===== config.mk =====
export PLATFORM = sky130hd
export DESIGN_NAME = pbs_battle_ctrl
export DESIGN_NICKNAME = d
export VERILOG_FILES = /design/src/rtl/pbs_pkg.sv /design/src/rtl/pbs_hold_timer.sv /design/src/rtl/pbs_battle_ctrl.sv
export SDC_FILE = /design/constraint.sdc
export NUM_CORES = 1
export LEC_CHECK = 0
export ABC_AREA = 1
export CAP_MARGIN = 30
export CORE_MARGIN = 5
export CORE_UTILIZATION = 40
export CTS_CLUSTER_SIZE = 12
export DETAILED_ROUTE_END_ITERATION = 8
export MAX_ROUTING_LAYER = met4
export REMOVE_ABC_BUFFERS = 1
export SYNTH_ARGS = -nofsm -noshare
export SYNTH_HDL_FRONTEND = slang
export SYNTH_HIERARCHICAL = 1
export SYNTH_SLANG_ARGS = --single-unit

===== constraint.sdc =====
create_clock -name clk -period 2.3 [get_ports clk]
set_clock_uncertainty 0.05 [all_clocks]
set_input_delay 0.46 -clock clk [delete_from_list [all_inputs] [get_ports clk]]
set_output_delay 0.46 -clock clk [all_outputs]
set_load 0.01 [all_outputs]

===== src/rtl/pbs_pkg.sv =====
// pbs_pkg
// Shared definitions for the battle-simulator control slice: the turn FSM
// state encoding, winner codes and the trainer-select / target constants
// that both the controller and the datapath use.
package pbs_pkg;

  // One state per phase of a turn; encodings are visible on state_dbg.
  typedef enum logic [3:0] {
    IDLE     = 4'd0,
    P_SEL    = 4'd1,
    P_SETTLE = 4'd2,
    P_ROLL   = 4'd3,
    P_LOAD   = 4'd4,
    P_APPLY  = 4'd5,
    P_HOLD   = 4'd6,
    P_CHECK  = 4'd7,
    A_SEL    = 4'd8,
    A_SETTLE = 4'd9,
    A_ROLL   = 4'd10,
    A_APPLY  = 4'd11,
    A_HOLD   = 4'd12,
    A_CHECK  = 4'd13,
    OVER     = 4'd14
  } state_t;

  localparam logic [1:0] WINNER_NONE   = 2'b00;
  localparam logic [1:0] WINNER_PLAYER = 2'b01;
  localparam logic [1:0] WINNER_AI     = 2'b10;

  localparam logic ACTR_PLAYER   = 1'b0;
  localparam logic ACTR_AI       = 1'b1;
  localparam logic TARGET_PLAYER = 1'b0;
  localparam logic TARGET_AI     = 1'b1;

  localparam logic [7:0] TURN_MAX = 8'd255;

  // A game is "busy" whenever a turn is in flight.
  function automatic logic is_busy(input state_t s);
    return !((s == IDLE) || (s == OVER));
  endfunction

endpackage


===== src/rtl/pbs_hold_timer.sv =====
// pbs_hold_timer
// Counts the display-hold interval after each attack. Shared by both HOLD
// states of the turn FSM.
//   clk      system clock
//   rst      synchronous, active-low reset
//   start_i  clears the count; asserted in the cycle before a HOLD state
//   run_i    high while the FSM sits in a HOLD state
//   done_o   high in the last of HOLD_CYCLES hold cycles
module pbs_hold_timer #(
  parameter int HOLD_CYCLES = 8,
  parameter int HOLD_W      = 24
) (
  input  logic clk,
  input  logic rst,
  input  logic start_i,
  input  logic run_i,
  output logic done_o
);

  localparam logic [HOLD_W-1:0] LAST = HOLD_W'(HOLD_CYCLES - 1);

  logic [HOLD_W-1:0] count_q;

  // Count starts from zero on entry to a HOLD state, so the state lasts
  // exactly HOLD_CYCLES cycles.
  always_ff @(posedge clk) begin
    if (!rst) begin
      count_q <= '0;
    end else if (start_i) begin
      count_q <= '0;
    end else if (run_i) begin
      count_q <= count_q + 1'b1;
    end
  end

  assign done_o = run_i && (count_q == LAST);

endmodule


===== src/rtl/pbs_battle_ctrl.sv =====
// pbs_battle_ctrl
// Turn sequencer for the battle-simulator datapath. A confirm pulse in IDLE
// runs one full turn: player attack, AI KO check, AI attack, player KO
// check. All outputs are registers, decoded from the next state.
//   clk, rst          clock, synchronous active-low reset
//   confirm, new_game one-cycle key pulses (start turn / leave OVER)
//   p_move_in         player move switches, latched on confirm
//   p_hp, AI_hp       current HP from the datapath
//   accu, accu_roll   accuracy of muxed move and random roll
//   p_move            latched player move
//   actr, target      trainer mux select and damage target
//   stop              freezes datapath RNGs during a roll
//   load_ai_hp, app_ai_dmg, app_pl_dmg   datapath strobes
//   busy, hit, winner, turn_cnt, state_dbg  status
module pbs_battle_ctrl
  import pbs_pkg::*;
#(
  parameter int HOLD_CYCLES = 8,
  parameter int HOLD_W      = 24
) (
  input  logic       clk,
  input  logic       rst,
  input  logic       confirm,
  input  logic       new_game,
  input  logic [1:0] p_move_in,
  input  logic [3:0] p_hp,
  input  logic [3:0] AI_hp,
  input  logic [3:0] accu,
  input  logic [3:0] accu_roll,
  output logic [1:0] p_move,
  output logic       actr,
  output logic       target,
  output logic       stop,
  output logic       load_ai_hp,
  output logic       app_ai_dmg,
  output logic       app_pl_dmg,
  output logic       busy,
  output logic       hit,
  output logic [1:0] winner,
  output logic [7:0] turn_cnt,
  output logic [3:0] state_dbg
);

  state_t     state_q, state_d;
  logic [1:0] p_move_q, p_move_d;
  logic       hit_q, hit_d;
  logic [1:0] winner_q, winner_d;
  logic [7:0] turn_q, turn_d;
  logic       actr_q, actr_d;
  logic       target_q, target_d;
  logic       stop_q, stop_d;
  logic       load_q, load_d;
  logic       app_ai_q, app_ai_d;
  logic       app_pl_q, app_pl_d;
  logic       busy_q, busy_d;

  logic hold_start;
  logic hold_run;
  logic hold_done;

  // Both APPLY states always lead into their HOLD state, so they arm the timer.
  assign hold_start = (state_q == P_APPLY) || (state_q == A_APPLY);
  assign hold_run   = (state_q == P_HOLD)  || (state_q == A_HOLD);

  pbs_hold_timer #(
    .HOLD_CYCLES(HOLD_CYCLES),
    .HOLD_W     (HOLD_W)
  ) u_hold (
    .clk    (clk),
    .rst    (rst),
    .start_i(hold_start),
    .run_i  (hold_run),
    .done_o (hold_done)
  );

  // Next-state and register-update logic for the turn sequence. HP is only
  // read in the CHECK states, which come at least one hold cycle after the
  // apply strobe so the datapath write has landed.
  always_comb begin
    state_d  = state_q;
    p_move_d = p_move_q;
    hit_d    = hit_q;
    winner_d = winner_q;
    turn_d   = turn_q;
    case (state_q)
      IDLE: begin
        if (confirm) begin
          p_move_d = p_move_in;
          state_d  = P_SEL;
        end
      end
      P_SEL:    state_d = P_SETTLE;
      P_SETTLE: state_d = P_ROLL;
      P_ROLL: begin
        hit_d   = (accu_roll <= accu);
        state_d = P_LOAD;
      end
      P_LOAD:   state_d = P_APPLY;
      P_APPLY:  state_d = P_HOLD;
      P_HOLD:   if (hold_done) state_d = P_CHECK;
      P_CHECK: begin
        if (AI_hp == 4'd0) begin
          winner_d = WINNER_PLAYER;
          state_d  = OVER;
        end else begin
          state_d = A_SEL;
        end
      end
      A_SEL:    state_d = A_SETTLE;
      A_SETTLE: state_d = A_ROLL;
      A_ROLL: begin
        hit_d   = (accu_roll <= accu);
        state_d = A_APPLY;
      end
      A_APPLY:  state_d = A_HOLD;
      A_HOLD:   if (hold_done) state_d = A_CHECK;
      A_CHECK: begin
        if (turn_q != TURN_MAX) turn_d = turn_q + 8'd1;
        if (p_hp == 4'd0) begin
          winner_d = WINNER_AI;
          state_d  = OVER;
        end else begin
          state_d = IDLE;
        end
      end
      OVER: begin
        if (new_game) begin
          winner_d = WINNER_NONE;
          turn_d   = 8'd0;
          state_d  = IDLE;
        end
      end
      default: state_d = IDLE;
    endcase
  end

  // Output decode from the next state, so the registered outputs line up
  // with the registered state they describe.
  always_comb begin
    actr_d   = ACTR_PLAYER;
    target_d = TARGET_PLAYER;
    stop_d   = 1'b0;
    load_d   = 1'b0;
    app_ai_d = 1'b0;
    app_pl_d = 1'b0;
    busy_d   = is_busy(state_d);
    case (state_d)
      P_SEL, P_SETTLE, P_LOAD: target_d = TARGET_AI;
      P_ROLL: begin
        target_d = TARGET_AI;
        stop_d   = 1'b1;
      end
      P_APPLY: begin
        target_d = TARGET_AI;
        app_ai_d = hit_d;
      end
      A_SEL, A_SETTLE: actr_d = ACTR_AI;
      A_ROLL: begin
        actr_d = ACTR_AI;
        stop_d = 1'b1;
      end
      A_APPLY: begin
        actr_d   = ACTR_AI;
        app_pl_d = hit_d;
      end
      default: ;
    endcase
    if (state_d == P_LOAD) load_d = 1'b1;
  end

  // State and output registers; reset abandons any turn in flight.
  always_ff @(posedge clk) begin
    if (!rst) begin
      state_q  <= IDLE;
      p_move_q <= 2'b00;
      hit_q    <= 1'b0;
      winner_q <= WINNER_NONE;
      turn_q   <= 8'd0;
      actr_q   <= ACTR_PLAYER;
      target_q <= TARGET_PLAYER;
      stop_q   <= 1'b0;
      load_q   <= 1'b0;
      app_ai_q <= 1'b0;
      app_pl_q <= 1'b0;
      busy_q   <= 1'b0;
    end else begin
      state_q  <= state_d;
      p_move_q <= p_move_d;
      hit_q    <= hit_d;
      winner_q <= winner_d;
      turn_q   <= turn_d;
      actr_q   <= actr_d;
      target_q <= target_d;
      stop_q   <= stop_d;
      load_q   <= load_d;
      app_ai_q <= app_ai_d;
      app_pl_q <= app_pl_d;
      busy_q   <= busy_d;
    end
  end

  assign p_move     = p_move_q;
  assign actr       = actr_q;
  assign target     = target_q;
  assign stop       = stop_q;
  assign load_ai_hp = load_q;
  assign app_ai_dmg = app_ai_q;
  assign app_pl_dmg = app_pl_q;
  assign busy       = busy_q;
  assign hit        = hit_q;
  assign winner     = winner_q;
  assign turn_cnt   = turn_q;
  assign state_dbg  = state_q;

endmodule

==> results.yml, run 1 <==
pwr:
  p_comb_share_pct: 14.8
  swShare_pct: 27.31
  leakage_nw: 1.451
  p_per_area_nw_per_um2: 490.2
  power_mw: 1.669
  peakVddDrop_mv: 0.1777
  seq_power_share_pct: 52.5
  p_int_mw: 1.213
  clkPwrFrac_pct: 32.8
  p_switching_mw: 0.4559
worst_setup_path:
  critPathLaunch: "state_dbg[0]"
  cp.required_ns: 1.79
  end_kind: "primary output"
  r2r_start: "state_dbg[2]"
  worstPathArrival_ns: 1.57
  cp_num_buf_inv: 1
  critical_path.max_fanout: 9
  crit_cells: 1
  r2r_cells: 14
  r2r-end: "busy"
  cp_slowest_cell: "clkdlybuf4s50_1"
  crit_end: "state_dbg[0]"
  cp_top_family: "buffers and inverters"
  worstSetupPathType: "flop to primary output"
  startpoint_type: "flop"
  slowest_delay_ns: 0.66
  timing.reg2reg.setup_slack_ns: 0.28
  path_cells: "clkdlybuf4s50_1"
logic_synthesis:
  synth_seq_cells: 48
  ys_seq_area_share_pct: 35.00
  avgSynthCellArea_um2: 6.615
  ys_warn_count: 6
  ys_types: 33
  syn_inst: 415
  syn_area_um2: 2745
clock_network:
  clk_path_buf_depth: 2
  cts_root_buffer: "clkbuf_8"
  post_cts_buffers: 0
  cts_tree: "yes"
  insertion_delay_ns: 0.31
  cts.repair.resized: 0
  holdBufCountCts: 0
  htreeDepth: 2
  clock-sinks: 48
  numCtsBuffers: 5
  clk_transition_reported_paths_ns: 0.09
die:
  dieArea_um2: 8619
  rows: 30
  die_y_um: 92.84
  die_x_um: 92.84
  coreArea_um2: 6719
  initial_core_util_pct: 40.86
  io_pins: 46
hold_path:
  hold_path.class: "flop to flop"
place:
  io_buffers: 45
  gp_congestion: 0.9603
  postPlaceCellArea_um2: 3307
  dp_hpwl_um: 5281
  place_inst: 541
job:
  maxCapViolations: 0
layout:
  area_growth_pct: 24.02
  fin_nets: 496
  final_area_um2: 3405
  n_antenna_cell: 0
  layout_commonest_cell: "nand2_1"
  drive_gt1_share_pct: 8.955
  final_cell_mix: "nand2_1, nor2_1, dfxtp_1"
  postLayoutCoreUtil_pct: 50.67
  fin_cells: 549
timing:
  hold_violations: 0
  slew_violations: 0
  grt_setup_unrepaired: "false"
  slew_headroom_pct: 70.31
  tightest_slew_ns: 0.4448
  tns_ns: 0
  fmax_mhz: 481.0
  setup_viol: 0
  period_share_pct: 90.40
  fin_crit_ns: 2.079
detailed_routing:
  via_per_inst: 4.898
  drc_errors: 0
  drtIter0Drc: 116
  drt-total-wl_um: 6709
  drt-pass1-iter-count: 4
  num_vias: 2689
  avgRoutedWirePerCell_um: 12.22
  ant_nets: 0
global_routing:
  grt_pass1_wl_um: 11700
  grt_pass1_vias: 2509
  grt_max_degree: 16
  track_usage_pct: 17.03
  grt_overflow: 0
  grt_antenna_before_repair: 0
run_status:
  outcome: "complete, no violations"
[stage by stage]
| stage | setup WS (ns) | hold slack [ns] |
|---|---|---|
| after CTS | 0.2046 | 0.4084 |
| after global placement | 0.3677 | 0.3854 |
| after global routing | 0.0006244 | 0.4426 |
| after floorplan | 0.3479 | 0.4116 |
| final | 0.2208 | 0.4019 |
| after detailed placement | 0.3079 | 0.3944 |
[power groups by stage]
stage	clock network [mW]	registers [mW]	logic [mW]
detailed placement	0	0.895	0.248
global placement	0	0.894	0.247
floorplan	0	0.902	0.119
global route	0.604	0.879	0.276
finish	0.547	0.875	0.247
CTS	0.573	0.875	0.249
[sequential cells by signal (all words and copies together), names as in the netlist, 2 cells and up]
register	cells
state_dbg	4
turn_cnt	8
p_move	2
u_hold/count_q	24
winner	2
[cells in the mapped netlist]
| cell | n | area (um^2) |
|---|---|---|
| nor3_1 | 8 | 40.04 |
| xnor2_1 | 1 | 8.760 |
| nand2_4 | 6 | 67.56 |
| o31ai_1 | 1 | 7.510 |
| o21a_1 | 1 | 7.510 |
| a21oi_2 | 1 | 8.760 |
| nand4_1 | 4 | 25.02 |
| clkinv_1 | 2 | 7.510 |
| buf_4 | 1 | 7.510 |
| buf_1 | 1 | 3.750 |
| o21ai_1 | 2 | 10.01 |
| xor2_1 | 3 | 26.28 |
| inv_4 | 1 | 6.260 |
| ha_1 | 6 | 75.07 |
| nor4_1 | 5 | 31.28 |
| and2_1 | 2 | 12.51 |
| inv_2 | 4 | 15.01 |
| nor2_8 | 4 | 80.08 |
| buf_6 | 1 | 11.26 |
| clkbuf_1 | 1 | 3.750 |
| nor2_1 | 84 | 315.3 |
| nand3_2 | 3 | 30.03 |
| nor2_4 | 2 | 22.52 |
| nand2_1 | 104 | 390.4 |
| nor3b_1 | 1 | 7.510 |
| nand2_2 | 5 | 31.28 |
| dfxtp_1 | 48 | 960.9 |
| nor2_2 | 2 | 12.51 |
| a21oi_4 | 1 | 16.27 |
| a21oi_1 | 33 | 165.2 |
| o21ai_0 | 12 | 60.06 |
| nand3_1 | 27 | 135.1 |
| inv_1 | 38 | 142.6 |
[routing by layer]
metal | up-vias | GRT usage, % | wire [um]
li1 | 1430 | - | -
met1 | 1192 | 21.98 | 3232
met2 | 57 | 26.87 | 3049
met3 | 10 | 2.924 | 300
met4 | 0 | 5.983 | 125
met5 | - | - | 0
[area by class of cell]
class | instances | area, um^2
clock buffer | 6 | 82.58
timing repair buffer | 50 | 488.0
inverter | 45 | 171.4
clock inverter | 2 | 15.01
tap | 80 | 100.1
sequential | 48 | 960.9
fill | 692 | 3314
multi-input combinational | 318 | 1587
[kinds of logic (layout without fill, tap and decap cells)]
| kind of cell | count (synthesis) | count (layout) | share of synthesized area [%] |
|---|---|---|---|
| buf+inv | 49 | 103 | 7.201 |
| fa+ha+maj | 6 | 6 | 2.735 |
| simple gates | 257 | 257 | 43.76 |
| xor+xnor | 4 | 4 | 1.276 |
| compound gates | 51 | 51 | 10.03 |
| flops | 48 | 48 | 35.00 |
[worst min path at each step]
| stage | start | to | cells past startpoint |
|---|---|---|---|
| finish | p_move[0] | p_move[0] | 2 |
| CTS | p_move[0] | p_move[0] | 2 |
| global route | winner[1] | winner[1] | 2 |
| detailed placement | p_move[0] | p_move[0] | 2 |
| floorplan | u_hold/count_q[6] | u_hold/count_q[6] | 2 |
| global placement | p_move[0] | p_move[0] | 2 |
No activity file was read; power rests on OpenSTA's default activity.
==> inputs of run 2 (changes only) <==
CELL_PAD_IN_SITES_DETAIL_PLACEMENT = 2   (was default)
CELL_PAD_IN_SITES_GLOBAL_PLACEMENT = 2   (was default)
CORE_UTILIZATION = 29   (was 40)
CTS_BUF_LIST = sky130_fd_sc_hd__clkbuf_16   (was default)
PLACE_DENSITY_LB_ADDON = 0.1   (was default)
==> run 2 against run 1 <==
  * Worst hold slack got worse by 0.0080 ns
  * First-iteration DRC count down 44%
  * Flip-flop and latch count is the same
  * Global-route usage decreased by 0.19 points
  * Routed wire length grew 34%
  * Critical path type unchanged
  * Largest cell class unchanged
==> results.yml, run 2 (synthesis gave the netlist of run 1 again) <==
worst_setup_path:
  critical_path.max_fanout: 6
  cp_slowest_cell: "dfxtp_1"
  cp.required_ns: 1.79
  worstPathArrival_ns: 1.60
  end_kind: "primary output"
  slowest_delay_ns: 0.56
  path_cells: "buf_4, clkdlybuf4s50_1"
  worstSetupPathType: "flop to primary output"
  startpoint_type: "flop"
detailed_routing:
  via_per_inst: 4.756
  drt-pass1-iter-count: 4
  num_vias: 2849
  avgRoutedWirePerCell_um: 15.05
  drtIter0Drc: 65
  drc_errors: 0
  drt-total-wl_um: 9015
  ant_nets: 0
timing:
  tns_ns: 0
  slew_violations: 0
  hold_violations: 0
  setup_viol: 0
  grt_setup_unrepaired: "false"
  fin_hold_ws_ns: 0.3939
  slew_headroom_pct: 73.80
  fin_crit_ns: 2.108
  period_share_pct: 91.63
  tightest_slew_ns: 0.3925
  fmax_mhz: 474.5
die:
  initial_core_util_pct: 29.71
  io_pins: 46
  die_y_um: 107.3
  die_x_um: 107.3
  dieArea_um2: 11510
  coreArea_um2: 9240
  rows: 35
pwr:
  seq_power_share_pct: 46.9
  peakVddDrop_mv: 0.2572
  clkPwrFrac_pct: 38.6
  p_switching_mw: 0.4952
  swShare_pct: 26.55
  leakage_nw: 1.490
  p_per_area_nw_per_um2: 529.5
  p_comb_share_pct: 14.5
  p_int_mw: 1.370
global_routing:
  track_usage_pct: 16.84
  grt_use_met1_pct: 19.88
  top_usage_layer: "met2"
  grt_pass1_vias: 3156
  grt_use_met2_pct: 30.43
  grt_antenna_before_repair: 0
  grt_overflow: 0
  grt_pass1_wl_um: 15170
  grt_max_degree: 14
  use_met3_pct: 2.519
clock_network:
  clk_transition_reported_paths_ns: 0.07
  clock-sinks: 48
  numCtsBuffers: 5
  cts_tree: "yes"
  htreeDepth: 2
  post_cts_buffers: 0
  insertion_delay_ns: 0.29
  cts_root_buffer: "clkbuf_16"
  clk_path_buf_depth: 2
place:
  gp_congestion: 0.7923
  dp_hpwl_um: 7217
  place_inst: 592
  io_buffers: 45
  postPlaceCellArea_um2: 3383
layout:
  final_area_um2: 3523
  postLayoutCoreUtil_pct: 38.13
  n_antenna_cell: 0
  fin_cells: 599
  largest_register_ffs: 24
  layout_commonest_cell: "nand2_1"
  regArea_um2: 964.7
  fin_nets: 498
  final.fill_count: 1114
  multiInputGateArea_um2: 1589
  final_cell_mix: "nand2_1, nor2_1, dfxtp_1, clkdlybuf4s50_1, inv_1"
  area_growth_pct: 28.35
  regMostFlops: "u_hold/count_q"
  drive_gt1_share_pct: 9.787
run_status:
  outcome: "complete, no violations"
job:
  maxCapViolations: 0
hold_path:
  hold_path.class: "flop to flop"
==> run 2: cell count changes in the layout (fill, tap and decap cells not counted), moves of 2 or more <==
cell,delta
dfxtp_2,+3
dfxtp_1,-3
clkinvlp_4,-2
clkbuf_8,-6
buf_4,+2
clkbuf_16,+5
==> run 2: path summary, 6_finish.rpt <==
check | from | endpoint | slack (ns) | depth (start not counted)
worst max-delay path | state_dbg[0] | state_dbg[0] | 0.19 | 2
worst min-delay path | p_move[1] | p_move[1] | 0.39 | 2
worst max register to register | state_dbg[0] | busy | 0.28 | 13
worst min register to register | p_move[1] | p_move[1] | 0.39 | 2
==> run 2: repair_timing <==
action	CTS	global route
resized for setup	0	4
hold buffers	0	0
endpoints found under the setup margin	0	1
==> run 2: final cells by class <==
class	count	area share, %
multi-input combinational	318	45.10
sequential	48	27.38
timing repair buffer	52	14.28
inverter	45	4.865
tap	129	4.581
clock buffer	5	3.551
clock inverter	2	0.2486
==> run 2: metrics by stage <==
| stage | power [mW] | setup WS, ns |
|---|---|---|
| 2_1_floorplan | 1.021 | 0.3479 |
| 3_3_place_gp | 1.158 | 0.3484 |
| 3_5_place_dp | 1.167 | 0.1981 |
| 4_1_cts | 1.896 | 0.1895 |
| 5_1_grt | 1.959 | 0.009744 |
| 6_report | 1.866 | 0.1924 |
==> run 2: critical path: cells and delay by family (launching register included) <==
family / cells / cell delay [ns]
buf+inv: 2 / 0.75
flops: 1 / 0.56
==> run 2: routing by layer <==
metal | vias to the layer above | share of wire (%) | wire length [um]
li1 | 1433 | - | -
met1 | 1379 | 46 | 4170
met2 | 30 | 51 | 4602
met3 | 7 | 1.8 | 160
met4 | 0 | 0.91 | 82
met5 | - | 0 | 0
==> run 2: power by group through the flow <==
stage                     logic [mW]  clock network [mW]  registers, mW
final                          0.271               0.720          0.874
after detailed placement       0.275                   0          0.892
after CTS                      0.277               0.747          0.873
after global placement         0.265                   0          0.892
after floorplan                0.119                   0          0.902
after global routing           0.301               0.781          0.877
==> inputs of run 3 (changes only) <==
ABC_AREA = 0   (was 1)
CORE_UTILIZATION = 31   (was 29)
==> run 3 against run 2 <==
  * Maximum frequency fell by 4.6%
  * Routed wire length decreased by 15%
  * Highest routed layer unchanged
  * First-iteration DRC count decreased by 15%
  * Global-route usage down 0.59 points
  * Power grew 4.1%
  * Combinational power down 3%
  * Clock power is 14% higher
  * Critical path type is now flop to flop
==> results.yml, run 3 <==
layout:
  regMostFlops: "u_hold/count_q"
  final_cell_mix: "dfxtp_1, clkdlybuf4s50_1, nor2_1"
  fin_nets: 386
  largest_register_ffs: 24
  layout_commonest_cell: "dfxtp_1"
  fin_cells: 464
  area_growth_pct: 30.83
  final.fill_count: 939
  drive_gt1_share_pct: 13.65
  n_antenna_cell: 0
timing:
  grt_setup_unrepaired: "true"
  setup_viol: 0
  slew_headroom_pct: 70.03
  fmax_mhz: 452.7
  fin_hold_ws_ns: 0.4122
  hold_violations: 0
  slew_violations: 0
  period_share_pct: 96.05
  tightest_slew_ns: 0.4494
  fin_crit_ns: 2.209
place:
  io_buffers: 45
  place_inst: 455
  gp_congestion: 0.7102
  dp_hpwl_um: 5764
detailed_routing:
  drtIter0Drc: 55
  num_vias: 2418
  via_per_inst: 5.211
  drc_errors: 0
  avgRoutedWirePerCell_um: 16.50
  drt-pass1-iter-count: 4
  ant_nets: 0
  drt-total-wl_um: 7658
logic_synthesis:
  avgSynthCellArea_um2: 8.588
  ys_warn_count: 6
  yosysMostFrequentCell: "dfxtp_1"
  synth_top_area_share_pct: 37.17
  ys_seq_area_share_pct: 37.17
  synth_edf_count: 0
  synth_top_flop_cell: "dfxtp_1"
  ys_types: 53
  syn_area_um2: 2585
  yosysTopAreaCell: "dfxtp_1"
  async_flop_share_pct: 0
  synthTopCellsByArea: "dfxtp_1, nor2_1, xnor2_1"
  syn_inst: 301
  synth_seq_cells: 48
  ys_top_cells_by_count: "dfxtp_1, nor2_1, nand2_1, nand3_1, xnor2_1"
worst_setup_path:
  end_kind: "flop"
  critical_path.max_fanout: 4
  cp.required_ns: 2.42
  startpoint_type: "flop"
  worstPathArrival_ns: 2.33
  worstSetupPathType: "flop to flop"
pwr:
  p_int_mw: 1.494
  leakage_nw: 1.216
  power_mw: 1.942
  p_switching_mw: 0.4481
  swShare_pct: 23.08
  peakVddDrop_mv: 0.2578
  seq_power_share_pct: 44.3
  p_comb_share_pct: 13.5
  p_per_area_nw_per_um2: 574.1
  clkPwrFrac_pct: 42.2
clock_network:
  numCtsBuffers: 5
  clk_transition_reported_paths_ns: 0.06
  cts_tree: "yes"
  holdBufCountCts: 0
  htreeDepth: 2
  clock-sinks: 48
  cts_root_buffer: "clkbuf_16"
  clk_path_buf_depth: 2
  insertion_delay_ns: 0.29
die:
  die_y_um: 101.3
  io_pins: 46
  initial_core_util_pct: 31.62
  dieArea_um2: 10260
  coreArea_um2: 8175
  rows: 33
  die_x_um: 101.3
global_routing:
  grt_max_degree: 22
  track_usage_pct: 16.25
  grt_overflow: 0
  grt_antenna_before_repair: 0
  grt_pass1_wl_um: 12920
  grt_pass1_vias: 2628
run_status:
  outcome: "complete, no violations"
hold_path:
  hold_path.class: "flop to flop"
job:
  maxCapViolations: 0
[run 3: area by class of cell]
type / instances / area, um^2 / area share [%]
timing repair buffer: 67 / 615.6 / 18.20
tap: 105 / 131.4 / 3.885
sequential: 48 / 963.4 / 28.49
clock buffer: 5 / 125.1 / 3.700
clock inverter: 3 / 38.79 / 1.147
multi-input combinational: 226 / 1470 / 43.47
inverter: 10 / 37.54 / 1.110
[run 3: layer usage]
layer	track usage [%]	routed length [um]	part of all wire, %	vias up
met5	-	0	0	-
met4	5.112	91	1.2	0
met3	2.824	131	1.7	6
met2	28.57	4022	53	32
met1	18.71	3413	45	1201
li1	-	-	-	1179
[run 3: path summary, 6_finish.rpt]
| kind | startpoint | endpoint | slack [ns] | depth (start not counted) |
|---|---|---|---|---|
| min | hit | app_ai_dmg | 0.41 | 2 |
| max | state_dbg[3] | stop | 0.09 | 10 |
| min reg2reg | hit | app_ai_dmg | 0.41 | 2 |
| max reg2reg | state_dbg[3] | stop | 0.09 | 10 |
[run 3: what timing repair did]
item	4_1_cts	5_1_grt
endpoints found under the setup margin	0	3
resized for setup	0	4
buffers inserted	0	1
[run 3: logic make-up after synthesis]
kind of cell	count (synthesis)	share of synthesized area, %
simple gates	145	31.07
buf+inv	27	6.195
xor+xnor	22	7.454
flops	48	37.17
mux	3	1.162
compound gates	49	13.65
fa+ha+maj	7	3.291
[run 3: power groups by stage]
stage                     Clock, mW  Sequential (mW)  Combinational, mW
after floorplan                   0            0.904             0.0966
after global placement            0            0.878              0.252
after detailed placement          0            0.878              0.258
after CTS                     0.850            0.860              0.261
after global routing          0.886            0.862              0.285
final                         0.819            0.860              0.262
[run 3: critical path, cell delays in order (launching register included)]
cell	delay [ns]
dfxtp_2	0.33
xnor2_1	0.13
nor3b_2	0.20
and3_1	0.20
nand3_1	0.07
nor2_1	0.11
inv_1	0.06
maj3_2	0.33
a221oi_4	0.34
xor2_1	0.22
nor3b_2	0.07
[run 3: per-stage QoR]
step	TNS (ns)	area [um^2]	setup WS, ns	util [%]
finish	0	3382	0.09090	41.37
global route	-0.04499	3382	-0.04491	41.37
CTS	0	3366	0.01719	41.17
detailed placement	0	3202	0.04844	39.16
global placement	0	3202	0.1130	39.16
floorplan	-3.246	2462	-0.6330	-
